**config.mk**
```make
export PLATFORM = sky130hd
export DESIGN_NAME = lc3_mem_io
export DESIGN_NICKNAME = d
export VERILOG_FILES = /design/src/rtl/lc3_mem_io.sv
export SDC_FILE = /design/constraint.sdc
export NUM_CORES = 2
export LEC_CHECK = 0
export CAP_MARGIN = 0
export CORE_UTILIZATION = 50
export DETAILED_ROUTE_END_ITERATION = 6
export HOLD_SLACK_MARGIN = 0.1
export MAX_ROUTING_LAYER = met4
export PLACE_DENSITY = 0.63
export SLEW_MARGIN = 20
export SYNTH_ARGS = -nofsm -noshare
export SYNTH_HDL_FRONTEND = slang
export SYNTH_MEMORY_MAX_BITS = 65536
export SYNTH_SLANG_ARGS = --single-unit
export TNS_END_PERCENT = 20
```
**constraint.sdc**
```tcl
create_clock -name clk -period 4.5 [get_ports clk]
set_input_delay 0.9 -clock clk [delete_from_list [all_inputs] [get_ports clk]]
set_output_delay 0.9 -clock clk [all_outputs]
set_load 0.1 [all_outputs]
```
**src/rtl/lc3_mem_io.sv**
```systemverilog
// rtl/lc3_mem_io.sv - LC-3 memory and memory-mapped keyboard/display slave
//
// Purpose:
//   Word RAM plus the LC-3 keyboard (KBSR/KBDR) and display (DSR/DDR)
//   device registers. Display writes are queued in a small TX FIFO that a
//   valid/ready sink drains; keyboard characters arrive on a valid/ready
//   stream and are held in KBDR until the core reads it.
//
// Ports:
//   clk       in   1   rising-edge clock
//   reset_n   in   1   asynchronous active-low reset
//   mar       in   16  word address from core
//   mdr       in   16  write data from core
//   memwe     in   1   write strobe (one cycle, mar/mdr stable)
//   memOut    out  16  read data, combinational from mar
//   kb_valid  in   1   keyboard char offered
//   kb_data   in   8   keyboard char
//   kb_ready  out  1   block can accept a keyboard char
//   tx_valid  out  1   display char available (FIFO not empty)
//   tx_data   out  8   display char at FIFO head
//   tx_ready  in   1   display sink accepts char
//   tx_ovf    out  1   sticky: a DDR write was dropped because FIFO was full

module lc3_mem_io #(
  parameter int    RAM_AW    = 8,
  parameter int    TX_DEPTH  = 4,
  parameter string INIT_FILE = ""
) (
  input  logic        clk,
  input  logic        reset_n,
  input  logic [15:0] mar,
  input  logic [15:0] mdr,
  input  logic        memwe,
  output logic [15:0] memOut,
  input  logic        kb_valid,
  input  logic [7:0]  kb_data,
  output logic        kb_ready,
  output logic        tx_valid,
  output logic [7:0]  tx_data,
  input  logic        tx_ready,
  output logic        tx_ovf
);

  localparam logic [15:0] ADDR_KBSR = 16'hFE00;
  localparam logic [15:0] ADDR_KBDR = 16'hFE02;
  localparam logic [15:0] ADDR_DSR  = 16'hFE04;
  localparam logic [15:0] ADDR_DDR  = 16'hFE06;

  localparam int PW = $clog2(TX_DEPTH);
  localparam int CW = PW + 1;
  localparam logic [CW-1:0] DEPTH_C = CW'(TX_DEPTH);

  // ---------------------------------------------------------------------------
  // Address decode. RAM is selected only when every bit above the index is
  // zero, so addresses beyond the RAM never alias back onto it.
  // ---------------------------------------------------------------------------
  logic ram_sel;
  assign ram_sel = (mar[15:RAM_AW] == '0);

  // ---------------------------------------------------------------------------
  // RAM: synchronous write, asynchronous read, deliberately not reset so its
  // contents survive a mid-run reset.
  // ---------------------------------------------------------------------------
  logic [15:0] mem [0:(2**RAM_AW)-1];

  always_ff @(posedge clk) begin
    if (memwe && ram_sel) begin
      mem[mar[RAM_AW-1:0]] <= mdr;
    end
  end

  // ---------------------------------------------------------------------------
  // Keyboard. The KBDR read is detected as the first edge at which mar sits
  // on KBDR (mar_q remembers the previous address), so a core that holds mar
  // there for several cycles consumes the character only once.
  // ---------------------------------------------------------------------------
  typedef enum logic {KB_EMPTY, KB_FULL} kb_state_t;

  kb_state_t   kb_state;
  logic [7:0]  kbdr;
  logic [15:0] mar_q;
  logic        kb_full;
  logic        kbdr_read;

  assign kb_full   = (kb_state == KB_FULL);
  assign kb_ready  = (kb_state == KB_EMPTY);
  assign kbdr_read = (mar == ADDR_KBDR) && (mar_q != ADDR_KBDR);

  always_ff @(posedge clk or negedge reset_n) begin
    if (!reset_n) begin
      kb_state <= KB_EMPTY;
      kbdr     <= 8'h00;
      mar_q    <= 16'h0000;
    end else begin
      mar_q <= mar;
      case (kb_state)
        KB_EMPTY: begin
          if (kb_valid) begin
            kbdr     <= kb_data;
            kb_state <= KB_FULL;
          end
        end
        KB_FULL: begin
          // The core captures the old kbdr at this same edge; a new char
          // can only be accepted from the next edge on.
          if (kbdr_read) begin
            kb_state <= KB_EMPTY;
          end
        end
        default: kb_state <= KB_EMPTY;
      endcase
    end
  end

  // ---------------------------------------------------------------------------
  // TX FIFO. A DDR write into a full FIFO is still accepted when the sink
  // pops at the same edge, because the pop frees the slot being written.
  // ---------------------------------------------------------------------------
  logic [7:0]    tx_buf [0:TX_DEPTH-1];
  logic [PW-1:0] rd_ptr;
  logic [PW-1:0] wr_ptr;
  logic [CW-1:0] tx_count;
  logic          ddr_wr;
  logic          pop;
  logic          push;
  logic          not_full;

  assign not_full = (tx_count < DEPTH_C);
  assign tx_valid = (tx_count != '0);
  assign tx_data  = tx_valid ? tx_buf[rd_ptr] : 8'h00;
  assign ddr_wr   = memwe && (mar == ADDR_DDR);
  assign pop      = tx_valid && tx_ready;
  assign push     = ddr_wr && (not_full || pop);

  always_ff @(posedge clk) begin
    if (push) begin
      tx_buf[wr_ptr] <= mdr[7:0];
    end
  end

  always_ff @(posedge clk or negedge reset_n) begin
    if (!reset_n) begin
      rd_ptr   <= '0;
      wr_ptr   <= '0;
      tx_count <= '0;
      tx_ovf   <= 1'b0;
    end else begin
      if (pop) begin
        rd_ptr <= rd_ptr + 1'b1;
      end
      if (push) begin
        wr_ptr <= wr_ptr + 1'b1;
      end
      if (push && !pop) begin
        tx_count <= tx_count + 1'b1;
      end else if (pop && !push) begin
        tx_count <= tx_count - 1'b1;
      end
      if (ddr_wr && !push) begin
        tx_ovf <= 1'b1;
      end
    end
  end

  // ---------------------------------------------------------------------------
  // Read mux (zero latency).
  // ---------------------------------------------------------------------------
  always_comb begin
    memOut = 16'h0000;
    if (ram_sel) begin
      memOut = mem[mar[RAM_AW-1:0]];
    end else begin
      case (mar)
        ADDR_KBSR: memOut = {kb_full, 15'b0};
        ADDR_KBDR: memOut = {8'h00, kbdr};
        ADDR_DSR:  memOut = {not_full, 15'b0};
        default:   memOut = 16'h0000;
      endcase
    end
  end

endmodule

```
# Yosys cells after proc, flatten, opt, wreduce, memory -nomap -nowiden
# Memory sizes are Yosys's and may differ from the RTL's.
# Index checks and enable logic that the tools add are counted.
# word_totals
output_inout_bits	27
wordCells	47
mem_count	2
register_bits	33
mem_bits_rw	4128
in_bits	45
# memory_table
name	depth	word_bits	rd	rd_clocked_by_memory_dff	write_ports	line	source
mem	256	16	1	0	1	64	logic [15:0] mem [0:(2**RAM_AW)-1];
tx_buf	4	8	1	0	1	119	logic [7:0] tx_buf [0:TX_DEPTH-1];
# classes
n_addsub	4
n_reduce_logical	15
mux	12
n_bitwise	1
magnitude_cmp	1
eq_ne	5
# op_table
operator	n
16-bit equality test (second input constant)	4
16-bit one-hot mux with 3 select lines	1
16-bit two-way mux	1
16-bit != test (second input constant)	1
1-bit logical AND	8
8-bit zero test	1
8-bit two-way mux	1
1-bit two-way mux	6
3-bit two-way mux	2
2-bit by 1-bit adder with 2-bit output (second input constant)	2
3-bit by 1-bit adder with 3-bit output (second input constant)	1
3-bit < comparator (second input constant)	1
3-bit nonzero test	1
3-bit by 1-bit subtractor with 3-bit output (second input constant)	1
1-bit zero test	2
1-bit one-hot mux with 2 select lines	1
2-bit AND reduction	1
2-bit nonzero test	1
1-bit logical OR	1
1-bit NOT	1

# Logic depth before layout (Yosys ltp)
# logic_depth
ltp_word	8
mapped_depth	14
depth_no_buf	11

# Least setup slack after synthesis
# Ideal clock, no wire load.
# synth_path
kind	input to output
start	input port mar[0]
end	output port memOut[15]
setup_slack_ns	-1.265
t_required_ns	3.600
cell_stages	11
t_arrival_ns	4.865
path_cell_list	buf_6 > buf_6 > buf_6 > buf_4 > buf_4 > buf_2 > buf_2 > o21ai_0 > a41oi_1 > a211oi_1 > a311oi_1
# synth_between
elab_chain_cells	3
# synth_rtl
element	line	source
start: declaration	31	input logic [15:0] mar,
branches (longest 2 deep; another with memory 256 x 16 bit)	--	
16-bit two-way mux *	170	if (ram_sel) begin
end: declaration	34	output logic [15:0] memOut,
# Every way passes the cells marked *.

# Worst setup path after layout
# layout_path
start	input port mar[0]
end	output port memOut[5]
# The elaborated chain is that of the path after synthesis.

==> results.py <==
metrics = {
    "status": {
        "status": "finished with violations",
        "violations": "negative setup slack",
    },
    "pwr": {
        "p_leak_uw": 0.0624,
        "vdd_drop_max_v": 0.000409,
        "power.density_mw_per_mm2": 434,
    },
    "grt": {
        "grt_antenna_before_repair": 21,
        "grt_max_degree": 119,
        "grt_pass1_wl_mm": 637,
        "overflow": 0,
        "track_usage_pct": 29.2,
        "grt_pass1_vias": 81654,
    },
    "detailed_routing": {
        "dr.pass1.iters": 6,
        "ant_nets": 0,
        "via_count": 83276,
        "drtIter0Drc": 11510,
        "routed_wl_mm": 461,
        "route.detailed.drc": 0,
        "vias_per_cell": 6.40,
        "drt-wirelength-per-cell_um": 35.4,
    },
    "hold_path": {
        "hold_start": "mar[5]",
        "hold_end": "mar_q[5]",
        "hold_depth": 2,
        "min_path_type": "primary input to flop",
    },
    "die": {
        "die_area_mm2": 0.321,
        "num_rows": 206,
        "die_x_um": 567,
        "pin_count": 72,
        "initial_core_util_pct": 50.5,
        "chipHeight_um": 567,
        "design.core.area_mm2": 0.316,
    },
    "sta": {
        "setup-violations-final": 16,
        "skew_ps": 33.9,
        "maxSlewViolCount": 0,
        "hold_viol_final": 0,
        "setup_tns_ps": -5990,
        "max_slew_margin_pct": 27.0,
        "fmax_ghz": 0.199,
        "fin_ws_ps": -519,
        "timing.hold.ws_ps": 388,
        "timing.final.crit_share_pct": 112,
        "rsz0062_at_grt": "yes",
        "period_needed_ps": 5020,
        "worst_pin_slew_ps": 1100,
    },
    "setup_path": {
        "rr_worst_depth": 8,
        "start_kind": "primary input",
        "rrSetupSlack_ps": 1930,
        "critPathRequiredTime_ps": 3600,
        "critPathArrivalTime_ps": 4120,
        "rr_endpoint": "tx_count[2]",
        "crit_fanout": 8,
        "worstSetupPathType": "primary input to output pin",
        "cp-end-kind": "output pin",
        "timing.rr.start": "tx_count[2]",
    },
    "finish": {
        "nNetsFinal": 8529,
        "stdcell_count": 13009,
        "syn_to_final_growth_pct": 20.1,
        "fin_area_mm2": 0.192,
        "drive_gt1_share_pct": 36.2,
    },
    "clocking": {
        "clockBufferDepth": 4,
        "cts.sinks": 4161,
        "h-tree-depth": 5,
        "root_buffer": "clkbuf_16",
        "clk_pin_slew_ps": 60,
        "cts_buffers": 418,
        "clock_latency_ps": 990,
        "cts_tree": "done",
    },
    "yosys": {
        "synth-async-reset-ratio_pct": 0.793,
        "yosysUniqueCellTypes": 66,
        "synth-seq-cells": 4161,
        "syn-instance-count": 7071,
        "synth_edf_count": 4128,
        "seq_area_frac_synth_pct": 78.3,
        "avgSynthCellArea_um2": 22.6,
        "synthesis.area_mm2": 0.159,
        "syn_nets": 7122,
        "synth_flop_cell": "edfxtp_1",
        "synth_warnings": 0,
    },
    "flow_run": {
        "drv_cap": 0,
    },
    "place": {
        "dp_hpwl_mm": 294,
        "place_inst": 12089,
        "dpl_cell_area_mm2": 0.175,
        "port_buffers": 71,
        "gp_congestion": 0.941,
    },
}
-- sequential cells by signal, summed over array words and instances, names as in the netlist --
signal    count
kbdr          8
tx_buf       32
tx_count      3
mem        4096
rd_ptr        2
wr_ptr        2
mar_q        16
kb_full       1
tx_ovf        1
-- metrics by stage --
step | util [%] | power (µW) | setup WS (ps)
6_report | 60.6 | 83200 | -519
4_1_cts | 60.1 | 83300 | -487
2_1_floorplan | - | 45900 | -528
3_3_place_gp | 55.4 | 48600 | -1270
3_5_place_dp | 55.4 | 48700 | -1080
5_1_grt | 60.6 | 85000 | -433
-- layer usage --
| metal | wire, µm | vias to the layer above | share of wire (%) | track usage, % |
|---|---|---|---|---|
| li1 | - | 33017 | - | - |
| met1 | 174000 | 44633 | 38 | 39.3 |
| met2 | 218000 | 4749 | 47 | 44.3 |
| met3 | 47000 | 877 | 10 | 5.41 |
| met4 | 21900 | 0 | 4.7 | 11.8 |
| met5 | 0 | - | 0 | - |
-- repair_timing --
item | in CTS | in global routing
endpoints found under the setup margin | 16 | 16
hold endpoints to repair | 29 | 0
hold buffers | 1 | 0
gates resized for setup | 116 | 89
pin swaps | 20 | 29
gates cloned | 5 | 14
buffers inserted | 24 | 88
-- Yosys cell counts (18+ instances only) --
master    instances  area share, %
nor2b_1          18          0.071
mux4_2          996             14
nand2_1         130           0.31
clkbuf_1        122           0.29
buf_4            76           0.36
buf_6            20           0.14
nor3_1           32           0.10
a221oi_1         51           0.28
o21ai_0          41           0.13
mux2i_1         275            1.7
o22ai_1          68           0.27
a22o_1           53           0.29
buf_2           172           0.54
a31oi_1          18          0.071
dfrtp_1          33           0.52
nor2_1          312           0.73
a21oi_1          40           0.13
edfxtp_1       4128             78
nand3_1          57           0.18
a22oi_1         150           0.71
a211oi_1         30           0.14
nand4_1          21          0.082
mux2_2           28           0.20
-- power breakdown --
group          total (µW)  switching, µW  internal [µW]
combinational        5530           3340           2190
clock               34900          15000          20000
sequential          42700           88.7          42600
total               83200          18400          64800
-- area by class of cell --
cell class                      instances  area [µm²]
Multi-Input combinational cell       2495       33600
Timing Repair Buffer                 1393       14000
Inverter                                9        33.8
Sequential cell                      4161      125000
Tap cell                             4160        5200
Clock buffer                          509       10900
Fill cell                           21881      124000
Antenna cell                           17        42.5
Clock inverter                        265        2950
-- placed cells by master (no fill, tap or decap), types with 17 or more instances in the layout --
master and n:
clkinv_16 17, a211oi_1 21, buf_16 25, o22ai_1 64, clkbuf_16 434, clkdlybuf4s50_1 21, nor3_1 20, nor2_2 46
mux2_2 28, a221oi_2 19, bufinv_16 46, buf_4 1083, buf_6 28, a221oi_1 31, clkinv_2 72, a22o_1 52
mux2i_1 266, a22oi_1 137, dfrtp_1 33, nor2_1 263, mux4_2 996, buf_12 190, clkbuf_1 84, nand2_1 118
nand4_1 21, edfxtp_1 4128, o21ai_0 37, clkinv_1 95, nand3_1 47, a21oi_1 35, clkinvlp_4 17, diode_2 17
-- kinds of logic after synthesis --
group / after synthesis / synth area share, %
adder cells (fa/ha/maj): 6 / 0.0518
XOR/XNOR: 6 / 0.0330
buffers and inverters: 415 / 1.39
AO/OA/AOI/OAI: 549 / 2.53
AND/OR/NAND/NOR: 635 / 1.76
flip-flops: 4161 / 78.3
multiplexers: 1299 / 16.0
-- worst max path at each step --
stage	depth (start not counted)	slack, ps	startpoint	to
CTS	13	-490	mar[0]	memOut[2]
finish	13	-520	mar[0]	memOut[5]
global placement	12	-1270	mar[0]	memOut[8]
floorplan	10	-530	mar[1]	memOut[9]
detailed placement	14	-1080	mar[0]	memOut[12]
global route	13	-430	mar[0]	memOut[5]
-- worst max-delay path, stage by stage --
cell,delay [ps]
buf_16,160
buf_16,190
buf_16,140
buf_6,90
mux4_2,500
a211o_1,380
a21oi_2,140
buf_4,150
o211ai_1,280
a211oi_4,650
buf_6,190
o31ai_4,70
clkbuf_16,210
Power figures use the tool's default switching activity.
